==> src/rtl/pacman_game_pkg.sv <==
// Shared types and constants for the Pacman game flow controller.
package pacman_game_pkg;

  localparam int unsigned FRAME_CNT_W = 8;
  localparam int unsigned SCREEN_W    = 2;
  localparam int unsigned LIVES_W     = 3;
  localparam int unsigned LEVEL_W     = 4;

  // PAUSED is always present so the encoding does not depend on the build.
  typedef enum logic [2:0] {
    ST_TITLE      = 3'd0,
    ST_READY      = 3'd1,
    ST_PLAY       = 3'd2,
    ST_DYING      = 3'd3,
    ST_LEVEL_DONE = 3'd4,
    ST_GAME_OVER  = 3'd5,
    ST_PAUSED     = 3'd6
  } game_state_t;

  localparam logic [SCREEN_W-1:0] SCREEN_TITLE = 2'd0;
  localparam logic [SCREEN_W-1:0] SCREEN_MAZE  = 2'd1;
  localparam logic [SCREEN_W-1:0] SCREEN_OVER  = 2'd2;

  // Screen renderer select for a given game state.
  function automatic logic [SCREEN_W-1:0] screen_of(game_state_t s);
    case (s)
      ST_TITLE:     screen_of = SCREEN_TITLE;
      ST_GAME_OVER: screen_of = SCREEN_OVER;
      default:      screen_of = SCREEN_MAZE;
    endcase
  endfunction

endpackage

==> src/rtl/game_flow_ctrl_if.sv <==
// Player/gameplay inputs and game-control outputs of the flow controller.
interface game_flow_ctrl_if;
  import pacman_game_pkg::*;

  logic                frame_tick_i;
  logic                start_btn_i;
  logic                death_i;
  logic                dots_cleared_i;
  logic [SCREEN_W-1:0] screen_o;
  logic                game_run_o;
  logic [LIVES_W-1:0]  lives_o;
  logic [LEVEL_W-1:0]  level_o;
  logic                restart_o;
  logic                new_level_o;

  modport master (
    output frame_tick_i, start_btn_i, death_i, dots_cleared_i,
    input  screen_o, game_run_o, lives_o, level_o, restart_o, new_level_o
  );

  modport slave (
    input  frame_tick_i, start_btn_i, death_i, dots_cleared_i,
    output screen_o, game_run_o, lives_o, level_o, restart_o, new_level_o
  );
endinterface

==> src/rtl/game_flow_ctrl_start_btn_sync.sv <==
// Start button synchronizer (two flops) with rising-edge detect.
module start_btn_sync (
  input  logic clk_i,
  input  logic reset_ni,
  input  logic btn_i,
  output logic start_edge_c
);

  logic sync1_q, sync2_q, prev_q;

  // Synchronizer chain plus one delay flop for edge detection.
  always_ff @(posedge clk_i) begin
    if (!reset_ni) begin
      sync1_q <= 1'b0;
      sync2_q <= 1'b0;
      prev_q  <= 1'b0;
    end else begin
      sync1_q <= btn_i;
      sync2_q <= sync1_q;
      prev_q  <= sync2_q;
    end
  end

  assign start_edge_c = sync2_q & ~prev_q;

endmodule

==> src/rtl/game_flow_ctrl.sv <==
// Pacman game sequencer: title, ready, play, dying, level-done, game-over.
// Optional PAUSED state when GAME_PAUSE_EN is defined.
module game_flow_ctrl
  import pacman_game_pkg::*;
#(
  parameter int unsigned LIVES_INIT     = 3,
  parameter int unsigned MAX_LEVEL      = 15,
  parameter int unsigned READY_FRAMES   = 120,
  parameter int unsigned DYING_FRAMES   = 90,
  parameter int unsigned LEVEL_FRAMES   = 60,
  parameter int unsigned GO_HOLD_FRAMES = 180
) (
  input  logic            clk_i,
  input  logic            reset_ni,
  game_flow_ctrl_if.slave bus
);

  localparam logic [LIVES_W-1:0] LIVES_RST = LIVES_W'(LIVES_INIT);
  localparam logic [LEVEL_W-1:0] LEVEL_MAX = LEVEL_W'(MAX_LEVEL);
  localparam logic [LEVEL_W-1:0] LEVEL_ONE = LEVEL_W'(1);

  logic start_edge_c;

  game_state_t            state_q, state_d;
  logic [FRAME_CNT_W-1:0] cnt_q, cnt_d;
  logic [LIVES_W-1:0]     lives_q, lives_d;
  logic [LEVEL_W-1:0]     level_q, level_d;
  logic                   restart_q, restart_d;
  logic                   new_level_q, new_level_d;
  logic [SCREEN_W-1:0]    screen_q, screen_d;
  logic                   run_q, run_d;

  start_btn_sync u_start_sync (
    .clk_i        (clk_i),
    .reset_ni     (reset_ni),
    .btn_i        (bus.start_btn_i),
    .start_edge_c (start_edge_c)
  );

  // State, counters and all registered outputs.
  always_ff @(posedge clk_i) begin
    if (!reset_ni) begin
      state_q     <= ST_TITLE;
      cnt_q       <= '0;
      lives_q     <= LIVES_RST;
      level_q     <= LEVEL_ONE;
      restart_q   <= 1'b0;
      new_level_q <= 1'b0;
      screen_q    <= SCREEN_TITLE;
      run_q       <= 1'b0;
    end else begin
      state_q     <= state_d;
      cnt_q       <= cnt_d;
      lives_q     <= lives_d;
      level_q     <= level_d;
      restart_q   <= restart_d;
      new_level_q <= new_level_d;
      screen_q    <= screen_d;
      run_q       <= run_d;
    end
  end

  // Next-state, lives/level update, pulses and frame counter.
  always_comb begin
    state_d     = state_q;
    lives_d     = lives_q;
    level_d     = level_q;
    restart_d   = 1'b0;
    new_level_d = 1'b0;
    cnt_d       = cnt_q;

    case (state_q)
      ST_TITLE: begin
        if (start_edge_c) begin
          state_d     = ST_READY;
          lives_d     = LIVES_RST;
          level_d     = LEVEL_ONE;
          restart_d   = 1'b1;
          new_level_d = 1'b1;
        end
      end
      ST_READY: begin
        if (bus.frame_tick_i && cnt_q == FRAME_CNT_W'(READY_FRAMES - 1)) begin
          state_d = ST_PLAY;
        end
      end
      ST_PLAY: begin
        // A simultaneous death is dropped in favour of the level clear.
        if (bus.dots_cleared_i) begin
          state_d = ST_LEVEL_DONE;
        end else if (bus.death_i) begin
          state_d = ST_DYING;
`ifdef GAME_PAUSE_EN
        end else if (start_edge_c) begin
          state_d = ST_PAUSED;
`endif
        end
      end
      ST_DYING: begin
        if (bus.frame_tick_i && cnt_q == FRAME_CNT_W'(DYING_FRAMES - 1)) begin
          if (lives_q == LIVES_W'(1)) begin
            lives_d = '0;
            state_d = ST_GAME_OVER;
          end else begin
            lives_d   = lives_q - LIVES_W'(1);
            restart_d = 1'b1;
            state_d   = ST_READY;
          end
        end
      end
      ST_LEVEL_DONE: begin
        if (bus.frame_tick_i && cnt_q == FRAME_CNT_W'(LEVEL_FRAMES - 1)) begin
          level_d     = (level_q >= LEVEL_MAX) ? LEVEL_MAX : level_q + LEVEL_W'(1);
          restart_d   = 1'b1;
          new_level_d = 1'b1;
          state_d     = ST_READY;
        end
      end
      ST_GAME_OVER: begin
        if (start_edge_c && cnt_q >= FRAME_CNT_W'(GO_HOLD_FRAMES - 1)) begin
          state_d = ST_TITLE;
        end
      end
      ST_PAUSED: begin
`ifdef GAME_PAUSE_EN
        if (start_edge_c) begin
          state_d = ST_PLAY;
        end
`else
        state_d = ST_TITLE;
`endif
      end
      default: state_d = ST_TITLE;
    endcase

    // Saturating frame counter, restarted on every state change.
    if (state_d != state_q) begin
      cnt_d = '0;
    end else if (bus.frame_tick_i && state_q != ST_PAUSED && cnt_q != '1) begin
      cnt_d = cnt_q + FRAME_CNT_W'(1);
    end

    screen_d = screen_of(state_d);
    run_d    = (state_d == ST_PLAY);
  end

  assign bus.screen_o    = screen_q;
  assign bus.game_run_o  = run_q;
  assign bus.lives_o     = lives_q;
  assign bus.level_o     = level_q;
  assign bus.restart_o   = restart_q;
  assign bus.new_level_o = new_level_q;

endmodule

==> src/flat_wrapper.sv <==
// flat-port wrapper written by rule: the top's interface ports become plain ports
module game_flow_ctrl_flat import pacman_game_pkg::*;
#(
  parameter int unsigned LIVES_INIT     = 3,
  parameter int unsigned MAX_LEVEL      = 15,
  parameter int unsigned READY_FRAMES   = 120,
  parameter int unsigned DYING_FRAMES   = 90,
  parameter int unsigned LEVEL_FRAMES   = 60,
  parameter int unsigned GO_HOLD_FRAMES = 180
)
  (clk_i, reset_ni, bus_frame_tick_i, bus_start_btn_i, bus_death_i, bus_dots_cleared_i, bus_screen_o, bus_game_run_o, bus_lives_o, bus_level_o, bus_restart_o, bus_new_level_o);
  game_flow_ctrl_if bus_i ();
  input  logic clk_i;
  input  logic reset_ni;
  input wire logic [$bits(bus_i.frame_tick_i)-1:0] bus_frame_tick_i;
  input wire logic [$bits(bus_i.start_btn_i)-1:0] bus_start_btn_i;
  input wire logic [$bits(bus_i.death_i)-1:0] bus_death_i;
  input wire logic [$bits(bus_i.dots_cleared_i)-1:0] bus_dots_cleared_i;
  output wire logic [$bits(bus_i.screen_o)-1:0] bus_screen_o;
  output wire logic [$bits(bus_i.game_run_o)-1:0] bus_game_run_o;
  output wire logic [$bits(bus_i.lives_o)-1:0] bus_lives_o;
  output wire logic [$bits(bus_i.level_o)-1:0] bus_level_o;
  output wire logic [$bits(bus_i.restart_o)-1:0] bus_restart_o;
  output wire logic [$bits(bus_i.new_level_o)-1:0] bus_new_level_o;
  assign bus_i.frame_tick_i = bus_frame_tick_i;
  assign bus_i.start_btn_i = bus_start_btn_i;
  assign bus_i.death_i = bus_death_i;
  assign bus_i.dots_cleared_i = bus_dots_cleared_i;
  assign bus_screen_o = bus_i.screen_o;
  assign bus_game_run_o = bus_i.game_run_o;
  assign bus_lives_o = bus_i.lives_o;
  assign bus_level_o = bus_i.level_o;
  assign bus_restart_o = bus_i.restart_o;
  assign bus_new_level_o = bus_i.new_level_o;
  game_flow_ctrl #(.LIVES_INIT(LIVES_INIT), .MAX_LEVEL(MAX_LEVEL), .READY_FRAMES(READY_FRAMES), .DYING_FRAMES(DYING_FRAMES), .LEVEL_FRAMES(LEVEL_FRAMES), .GO_HOLD_FRAMES(GO_HOLD_FRAMES)) u_core (.clk_i(clk_i), .reset_ni(reset_ni), .bus(bus_i));
endmodule
==> config.mk <==
export PLATFORM = sky130hd
export DESIGN_NAME = game_flow_ctrl_flat
export DESIGN_NICKNAME = d
export VERILOG_FILES = /design/src/rtl/pacman_game_pkg.sv /design/src/rtl/game_flow_ctrl_if.sv /design/src/rtl/game_flow_ctrl_start_btn_sync.sv /design/src/rtl/game_flow_ctrl.sv /design/src/flat_wrapper.sv
export SDC_FILE = /design/constraint.sdc
export NUM_CORES = 1
export LEC_CHECK = 0
export BUFFER_PORTS_ARGS = -buffer_cell sky130_fd_sc_hd__buf_2
export CAP_MARGIN = 10
export CORE_MARGIN = 2
export CORE_UTILIZATION = 27
export CTS_BUF_LIST = sky130_fd_sc_hd__clkbuf_2
export CTS_CLUSTER_SIZE = 24
export DETAILED_ROUTE_END_ITERATION = 16
export PLACE_DENSITY = 0.48
export SYNTH_ARGS = -nofsm -noshare
export SYNTH_HDL_FRONTEND = slang
export SYNTH_SLANG_ARGS = --single-unit
==> constraint.sdc <==
create_clock -name clk_i -period 2.9 [get_ports clk_i]
set_clock_uncertainty 0.05 [all_clocks]
set_input_delay 0.435 -clock clk_i [delete_from_list [all_inputs] [get_ports clk_i]]
set_output_delay 0.435 -clock clk_i [all_outputs]
set_load 0.02 [all_outputs]
==> flow_summary.ini <==
[placed_design]
dpl.hpwl_mm = 2.288
dpl-instance-area_sq_um = 1520
routabilityCongestion = 0.7802
numPortBuffers = 17

[detailed_routing]
routed.top_layer = met4
via_count = 1186
drtPass1Iterations = 4
antenna_left = 0
vias_per_cell = 4.802
drt_wl_total_mm = 3.101
met2WireLength_mm = 1.407
avgRoutedWirePerCell_um = 12.55
wl_met3_um = 135
wl_met1_mm = 1.512
drc = 0
first_iter_violations = 80

[global_route]
grt_pass1_vias = 1166
grt_pass1_wl_mm = 5.506
gr-total-overflow = 0
grt_usage_pct = 12.54
antenna_found_initial = 0
grt_max_degree = 16

[cells_and_area]
nFillCells = 567
seqCellArea_sq_um = 520.5
n_antenna_cell = 0
nets = 189
post-route-util_pct = 31.24
areaGrowthSynthToFinish_pct = 13.32
stdcell_area_sq_um = 1565
drive_gt1_share_pct = 12.99
multi_input_area_sq_um = 800.8

[sta]
max_freq_ghz = 0.4171
tns_ps = 0
min_period_over_period_pct = 82.67
setup_viol = 0
min_period_ps = 2397
drv_slew = 0
rsz0062_at_grt = no
finalHoldViolCount = 0
worstMarginPinSlew_ps = 643.1
relSlewSlack_pct = 56.80

[synth]
ys.flop_type = dfxtp_1
synth_nets = 173
synth.distinct_cells = 42
synth_enable_flop_cells = 0
async_flop_share_pct = 0
synthCells = 162
seq_area_frac_synth_pct = 37.68
syn_area_sq_um = 1381
ys_ff_latch = 26
yosysWarnings = 0
syn_area_per_cell_sq_um = 8.527

[clocking]
ctsRootBufferMaster = clkbuf_2
clkLatencyLatePin_ps = 360
postCtsResizedCells = 0
htree_levels = 1
ctsHoldBuffers = 0
path_clk_slew_ps = 260
cts_tree = built
cts_sinks = 26
cts_max_path_buffers = 2
cts_inserted_buffers = 3
post-cts-setup-buffer-count = 0

[power]
p_sw_uw = 153.5
p_total_uw = 657.7
p_int_uw = 504.2
switching_share_pct = 23.34
p_seq_share_pct = 56.9
power_frac_comb_pct = 7.5
powerDensity_nw_per_um2 = 420.2
peakVddDrop_mv = 0.1761
p_leak_uw = 0.0006075
p_clk_share_pct = 35.6

[worst_hold_path]
hold_path.class = primary input to flop
hold_path_depth = 2

[setup_path]
crit_slowest_cell = or4_1
startpoint_type = flop
crit_type = flop to flop
worst-r2r-cell-count = 6
crit_path_end_kind = flop
cp_cell_sequence = ha_1 -> and4_1 -> and2_4 -> o311a_1 -> or4_1 -> a211oi_4
crit_path_max_fanout = 8
crit_arrival_ps = 2660
slowest_delay_ps = 710
cp.required_ps = 3170

[floorplan]
start_util_pct = 27.57
die_w_um = 75.53
io_pins = 18
rows = 26
die_h_um = 75.53
core_sq_um = 5010
die_area_sq_um = 5704

[flow_run]
maxCapViolCount = 0

[outcome]
status = complete, no violations
## metal layers
layer / up-vias / track usage [%]
met5: - / 0
met3: 5 / 2.381
met4: 0 / 6.043
met2: 21 / 19.42
li1: 617 / -
met1: 543 / 16.79
## cell usage after synthesis, types with 2 or more instances
library cell	n	area share, %
o41ai_1	2	1.3
ha_1	5	4.5
nand2b_1	4	1.8
o21ai_0	4	1.4
nor2_1	18	4.9
clkbuf_1	4	1.1
and4_1	2	1.3
nor4_1	5	2.3
o31a_1	2	1.3
nor4b_1	3	1.9
a21oi_1	2	0.72
nand2_1	11	3.0
nand4_1	2	0.91
and3_1	4	1.8
o21a_1	2	1.1
a31oi_1	4	1.8
nand3b_1	3	1.6
nor3b_1	3	1.6
xnor2_1	7	4.4
a211oi_1	2	1.1
nor2b_1	4	1.8
nand3_1	6	2.2
a21o_1	2	1.1
dfxtp_1	26	38
inv_1	7	1.9
nor3_1	8	2.9
and2_1	5	2.3
## cells by family after synthesis
group,count (synthesis),share of synthesized area (%)
AOI/OAI and AO/OA,27,14.95
adders and majority gates,5,4.529
buffers and inverters,13,4.348
xor gates and xnor gates,7,4.438
and+or+nand+nor,84,34.06
DFF,26,37.68
## cell usage in the layout (no fill, tap or decap), types with 5 or more instances in the layout
cell type	Yosys	final
buf_2	0	17
inv_1	7	7
nor4_1	5	5
nand2_1	11	11
xnor2_1	7	7
nor2_1	18	18
dfxtp_1	26	26
ha_1	5	5
and2_1	5	5
nor3_1	8	8
nand3_1	6	6
## critical path, delay by kind of cell, from the launching register on
family	cells	cell delay, ps
adders and majority gates	1	260
and+or+nand+nor	3	1110
DFF	1	430
AOI/OAI and AO/OA	2	500
## state kept, by name (all words and copies together), names as in the netlist
register,count
u_core.u_start_sync.sync1_q,1
u_core.u_start_sync.prev_q,1
u_core.bus.level_o,4
u_core.state_q,3
u_core.bus.game_run_o,1
u_core.bus.screen_o,2
u_core.bus.restart_o,1
u_core.bus.new_level_o,1
u_core.bus.lives_o,3
u_core.cnt_q,8
u_core.u_start_sync.sync2_q,1
## worst paths after layout
kind                                               start                                endpoint  slack (ps)
hold / removal                           bus_start_btn_i  u_core.u_start_sync.sync1_q$_SDFF_PN0_         200
setup / recovery            u_core.cnt_q[0]$_SDFFE_PP0P_            u_core.cnt_q[1]$_SDFFE_PP0P_         500
hold reg to reg   u_core.u_start_sync.sync1_q$_SDFF_PN0_  u_core.u_start_sync.sync2_q$_SDFF_PN0_         420
setup reg to reg            u_core.cnt_q[0]$_SDFFE_PP0P_            u_core.cnt_q[1]$_SDFFE_PP0P_         500
## per-stage QoR
stage	hold WS [ps]	worst slack (ps)	cells
floorplan	361.9	767.2	162
global placement	373.6	581.3	243
detailed placement	373.0	553.1	243
CTS	181.5	498.6	247
global route	173.4	366.5	247
finish	197.2	502.6	247
## layout make-up
type	count	share of cell area, %
sequential	26	33.25
multi-input combinational	123	51.16
tap	70	5.596
clock inverter	1	1.918
inverter	7	1.679
clock buffer	3	0.9592
timing repair buffer	17	5.436
## power by group through the flow
stage | registers, uW | logic [uW] | clock network, uW
6_report | 374 | 49.6 | 234
5_1_grt | 376 | 56.3 | 261
4_1_cts | 374 | 50.4 | 245
3_5_place_dp | 381 | 50.1 | 0
3_3_place_gp | 381 | 50.7 | 0
2_1_floorplan | 379 | 37.0 | 0
(Power assumes the default switching activity.)
